==> src/rtl/input_router.sv <==
// Routes synchronized external pins to one of NCPU ports.
// Switchovers blank every port to IDLE for GUARD+1 cycles.
module input_router #(
  parameter int               WIDTH = 8,
  parameter int               NCPU  = 2,
  parameter int               SEL_W = 1,
  parameter logic [WIDTH-1:0] IDLE  = '1,
  parameter int               GUARD = 4
) (
  input  logic                  clk,
  input  logic                  rst,
  input  logic [SEL_W-1:0]      ctr_io,
  input  logic [WIDTH-1:0]      input_pin,
  output logic [NCPU*WIDTH-1:0] input_to_cpu,
  output logic [SEL_W-1:0]      active_sel,
  output logic                  switching,
  output logic                  sel_err
);

  typedef enum logic {
    RUN,
    BLANK
  } state_t;

  localparam logic [SEL_W:0] NCPU_W = (SEL_W+1)'(NCPU);
  localparam logic [7:0] CNT_INIT = 8'(GUARD - 1);
  localparam logic [NCPU*WIDTH-1:0] ALL_IDLE = {NCPU{IDLE}};

  logic [WIDTH-1:0] pin_m;
  logic [WIDTH-1:0] pin_s;
  logic [SEL_W-1:0] sel_m;
  logic [SEL_W-1:0] sel_s;
  logic [SEL_W-1:0] sel_q;
  logic [SEL_W-1:0] target;
  logic [7:0]       cnt;
  state_t           state;
  logic             sel_ok;

  assign sel_ok = {1'b0, sel_s} < NCPU_W;

  function automatic logic [NCPU*WIDTH-1:0] route(
    input logic [SEL_W-1:0] sel,
    input logic [WIDTH-1:0] pin
  );
    logic [NCPU*WIDTH-1:0] v;
    v = ALL_IDLE;
    for (int k = 0; k < NCPU; k++) begin
      if (sel == SEL_W'(k)) begin
        v[k*WIDTH +: WIDTH] = pin;
      end
    end
    return v;
  endfunction

  always_ff @(posedge clk) begin
    if (rst) begin
      pin_m <= IDLE;
      pin_s <= IDLE;
      sel_m <= '0;
      sel_s <= '0;
    end else begin
      pin_m <= input_pin;
      pin_s <= pin_m;
      sel_m <= ctr_io;
      sel_s <= sel_m;
    end
  end

  // switching stays high through the final BLANK edge so it
  // covers the whole window in which the ports read IDLE
  always_ff @(posedge clk) begin
    if (rst) begin
      state        <= RUN;
      target       <= '0;
      active_sel   <= '0;
      cnt          <= '0;
      input_to_cpu <= ALL_IDLE;
      switching    <= 1'b0;
      sel_err      <= 1'b0;
      sel_q        <= '0;
    end else begin
      sel_q   <= sel_s;
      sel_err <= !sel_ok && (sel_s != sel_q);
      unique case (state)
        RUN: begin
          if (sel_ok && (sel_s != active_sel)) begin
            state        <= BLANK;
            target       <= sel_s;
            cnt          <= CNT_INIT;
            input_to_cpu <= ALL_IDLE;
            switching    <= 1'b1;
          end else begin
            input_to_cpu <= route(active_sel, pin_s);
            switching    <= 1'b0;
          end
        end
        BLANK: begin
          input_to_cpu <= ALL_IDLE;
          switching    <= 1'b1;
          if (sel_ok && (sel_s != target)) begin
            target <= sel_s;
            cnt    <= CNT_INIT;
          end else if (cnt == 8'd0) begin
            active_sel <= target;
            state      <= RUN;
          end else begin
            cnt <= cnt - 8'd1;
          end
        end
      endcase
    end
  end

endmodule

==> config.mk <==
export PLATFORM = sky130hd
export DESIGN_NAME = input_router
export DESIGN_NICKNAME = d
export VERILOG_FILES = /design/src/rtl/input_router.sv
export SDC_FILE = /design/constraint.sdc
export NUM_CORES = 1
export LEC_CHECK = 0
export ABC_AREA = 1
export BUFFER_PORTS_ARGS = -buffer_cell sky130_fd_sc_hd__buf_2
export CORE_MARGIN = 8
export CORE_UTILIZATION = 30
export DETAILED_ROUTE_END_ITERATION = 10
export SYNTH_ARGS = -nofsm -noshare
export SYNTH_HDL_FRONTEND = slang
export SYNTH_SLANG_ARGS = --single-unit
export TNS_END_PERCENT = 10
==> constraint.sdc <==
create_clock -name clk -period 2.7 [get_ports clk]
set_clock_uncertainty 0.05 [all_clocks]
set_input_delay 0.27 -clock clk [delete_from_list [all_inputs] [get_ports clk]]
set_output_delay 0.27 -clock clk [all_outputs]
set_load 0.01 [all_outputs]
==> flow_summary.json <==
{
  "syn_to_final_growth_pct": 20.4,
  "hold_start": "input_pin[4]",
  "ff_latch_area_um2": 921,
  "drive_gt1_share_pct": 28.3,
  "insertion_delay_ns": 0.29,
  "rrSetupSlack_ns": 1.26,
  "hold_path.class": "in2reg",
  "cts.sinks": 46,
  "antenna_cells": 0,
  "dr.pass1.iters": 4,
  "swShare_pct": 28.1,
  "criticalPathCategory": "reg2reg",
  "fill_cells": 542,
  "intPower_w": 0.00110,
  "cp_max_fo": 5,
  "path_common_cell": "nand2_1",
  "ant_nets": 0,
  "cts_tree": "done",
  "cts_resized": 0,
  "route.detailed.drc": 0,
  "die_h_um": 89.0,
  "slowest_delay_ns": 0.32,
  "gr-usage-all-layers_pct": 8.06,
  "final_cell_mix": "46 x dfxtp_1, 42 x nand2_1, 28 x buf_2",
  "yosysTopAreaCell": "dfxtp_1",
  "rsz0062_at_grt": "false",
  "powerDensity_nw_per_um2": 797,
  "wl_per_cell_um": 10.0,
  "drt_iter0_markers": 40,
  "yosysSeqAreaShare_pct": 57.7,
  "final_common_cell": "dfxtp_1",
  "path_clk_slew_ns": 0.08,
  "post-dp-hpwl_mm": 2.20,
  "power_frac_clock_pct": 33.0,
  "worst_r2r_endpoint": "cnt[4]",
  "path_buf_inv": 1,
  "synth_area_um2": 1600,
  "syn_area_per_cell_um2": 8.58,
  "cpLargestDelayFamily": "simple AND/OR/NAND/NOR gates",
  "endpoint": "cnt[4]",
  "gp_congestion": 0.840,
  "syn_nets": 199,
  "fin_area_um2": 1920,
  "cts_hold_buf": 0,
  "grt_pass1_wl_mm": 4.86,
  "htree_levels": 2,
  "pin_count": 30,
  "cp_num_cells": 9,
  "ys.warnings.count": 0,
  "fin_crit_ns": 1.44,
  "layout.nets": 231,
  "setup.worst_path.start": "cnt[0]",
  "yosysTopAreaCellShare_pct": 57.7,
  "required_ns": 2.85,
  "pwr-share-comb_pct": 18.7,
  "crit_slowest_cell": "dfxtp_1",
  "antenna_found_initial": 0,
  "hold_viol_final": 0,
  "r2r-start": "cnt[0]",
  "multiInputGateArea_um2": 552,
  "reg2reg_depth": 9,
  "status": "complete, no violations",
  "dr_total_vias": 1131,
  "grt_pass1_vias": 1077,
  "crit_chain": "inv_1, ha_1, nand2_1, nor2_1, nand2_1, nand3_1, nand3_1, nand2_1, nor2_1",
  "ys_types": 21,
  "syn_inst": 186,
  "cts_setup_buffers": 0,
  "fin_tns_setup_ns": 0,
  "ys_top_cells_by_area": "dfxtp_1 58%, nand2_1 9.9%, inv_1 6.3%, or2_2 6.3%, nand3_1 3.4%",
  "worst_setup_path_start_kind": "register",
  "initial_core_util_pct": 31.3,
  "ys_ff_latch": 46,
  "max_cap_viol_count": 0,
  "clock_path_buffers": 2,
  "cts_buffers": 5,
  "fp-row-count": 26,
  "grt-ovfl-total": 0,
  "clockRootBuffer": "clkbuf_8",
  "routed_via_density": 3.91,
  "dieArea_um2": 7910,
  "core-area_um2": 5110,
  "arrival_ns": 1.59,
  "die_w_um": 89.0,
  "endpoint_kind": "register",
  "maxSlewViolCount": 0,
  "io_buffers": 28,
  "grt_max_degree": 26,
  "finalSetupViolCount": 0,
  "post-route-period-util_pct": 53.3,
  "wl_mm": 2.90,
  "p_seq_share_pct": 48.3,
  "max_freq_mhz": 695,
  "p_switching_w": 0.000431,
  "ir_worst_vdd_mv": 0.248,
  "p_leak_nw": 0.867,
  "post_dp_cell_area_um2": 1810
}
-- synthesized netlist by cell type --
cell / number
a21oi_1: 8
o22ai_1: 1
nand2_2: 2
conb_1: 1
dfxtp_1: 46
o21bai_1: 1
nor2_2: 2
xor2_1: 1
nor2_4: 2
or2_2: 16
inv_2: 2
ha_1: 2
nand3_1: 11
o21ai_0: 3
inv_1: 27
nand2_1: 42
nand2_4: 2
nand4_1: 4
nor2_1: 10
clkbuf_1: 2
buf_4: 1
-- cell type report --
class                   count  share of cell area (%)
clock buffers               5                    3.58
clock inverters             3                    2.28
inverters                  29                    5.66
multi-input cells         108                    28.7
flip-flops and latches     46                    47.9
well taps                  70                    4.56
repair buffers             28                    7.29
-- state kept, by name (all words and copies together) (netlist names) --
| name | count |
|---|---|
| pin_s | 8 |
| state | 1 |
| target | 1 |
| sel_s | 1 |
| input_to_cpu | 16 |
| switching | 1 |
| active_sel | 1 |
| pin_m | 8 |
| cnt | 8 |
| sel_m | 1 |
-- stage by stage --
step	instances	utilization (%)	total power, W	hold slack (ns)	setup WS (ns)
2_1_floorplan	186	-	0.000978	0.324	1.43
3_3_place_gp	281	35.4	0.00104	0.342	1.19
3_5_place_dp	281	35.4	0.00105	0.342	1.12
4_1_cts	289	37.6	0.00156	0.0897	1.23
5_1_grt	289	37.6	0.00164	0.0862	1.09
6_report	289	37.6	0.00153	0.102	1.26
-- worst register-to-register path: stages (launching register included) --
cell	delay (ns)
dfxtp_1	0.32
inv_1	0.12
ha_1	0.28
nand2_1	0.08
nor2_1	0.12
nand2_1	0.08
nand3_1	0.09
nand3_1	0.06
nand2_1	0.10
nor2_1	0.05
-- worst min-delay path by stage --
stage,end,slack [ns],cells past startpoint
6_report,pin_m[4],0.10,2
5_1_grt,pin_m[3],0.09,2
4_1_cts,pin_m[4],0.09,2
3_5_place_dp,pin_s[0],0.34,1
3_3_place_gp,pin_s[0],0.34,1
2_1_floorplan,pin_m[0],0.32,1
-- power groups by stage --
stage	sequential [W]	combinational (W)	clock, W
6_report	0.000740	0.000287	0.000505
5_1_grt	0.000745	0.000331	0.000560
4_1_cts	0.000740	0.000291	0.000526
3_5_place_dp	0.000756	0.000289	0
3_3_place_gp	0.000755	0.000285	0
2_1_floorplan	0.000756	0.000222	0
-- routing by layer --
layer / track usage, % / vias up / part of all wire (%)
met5: 0 / - / 0
met4: 4.53 / 0 / 1.7
met3: 3.13 / 2 / 6.3
met2: 11.3 / 30 / 42
met1: 10.3 / 470 / 50
li1: - / 629 / -
-- logic make-up (layout without fill, tap and decap cells) --
group / after synthesis / after routing / share of synthesized area, %
simple gates: 91 / 91 / 27.9
fa+ha+maj: 2 / 2 / 1.57
other cells: 1 / 1 / 0.235
xor+xnor: 1 / 1 / 0.549
compound gates: 13 / 13 / 4.31
flops: 46 / 46 / 57.7
buf+inv: 32 / 65 / 7.76
(Power assumes the default switching activity.)
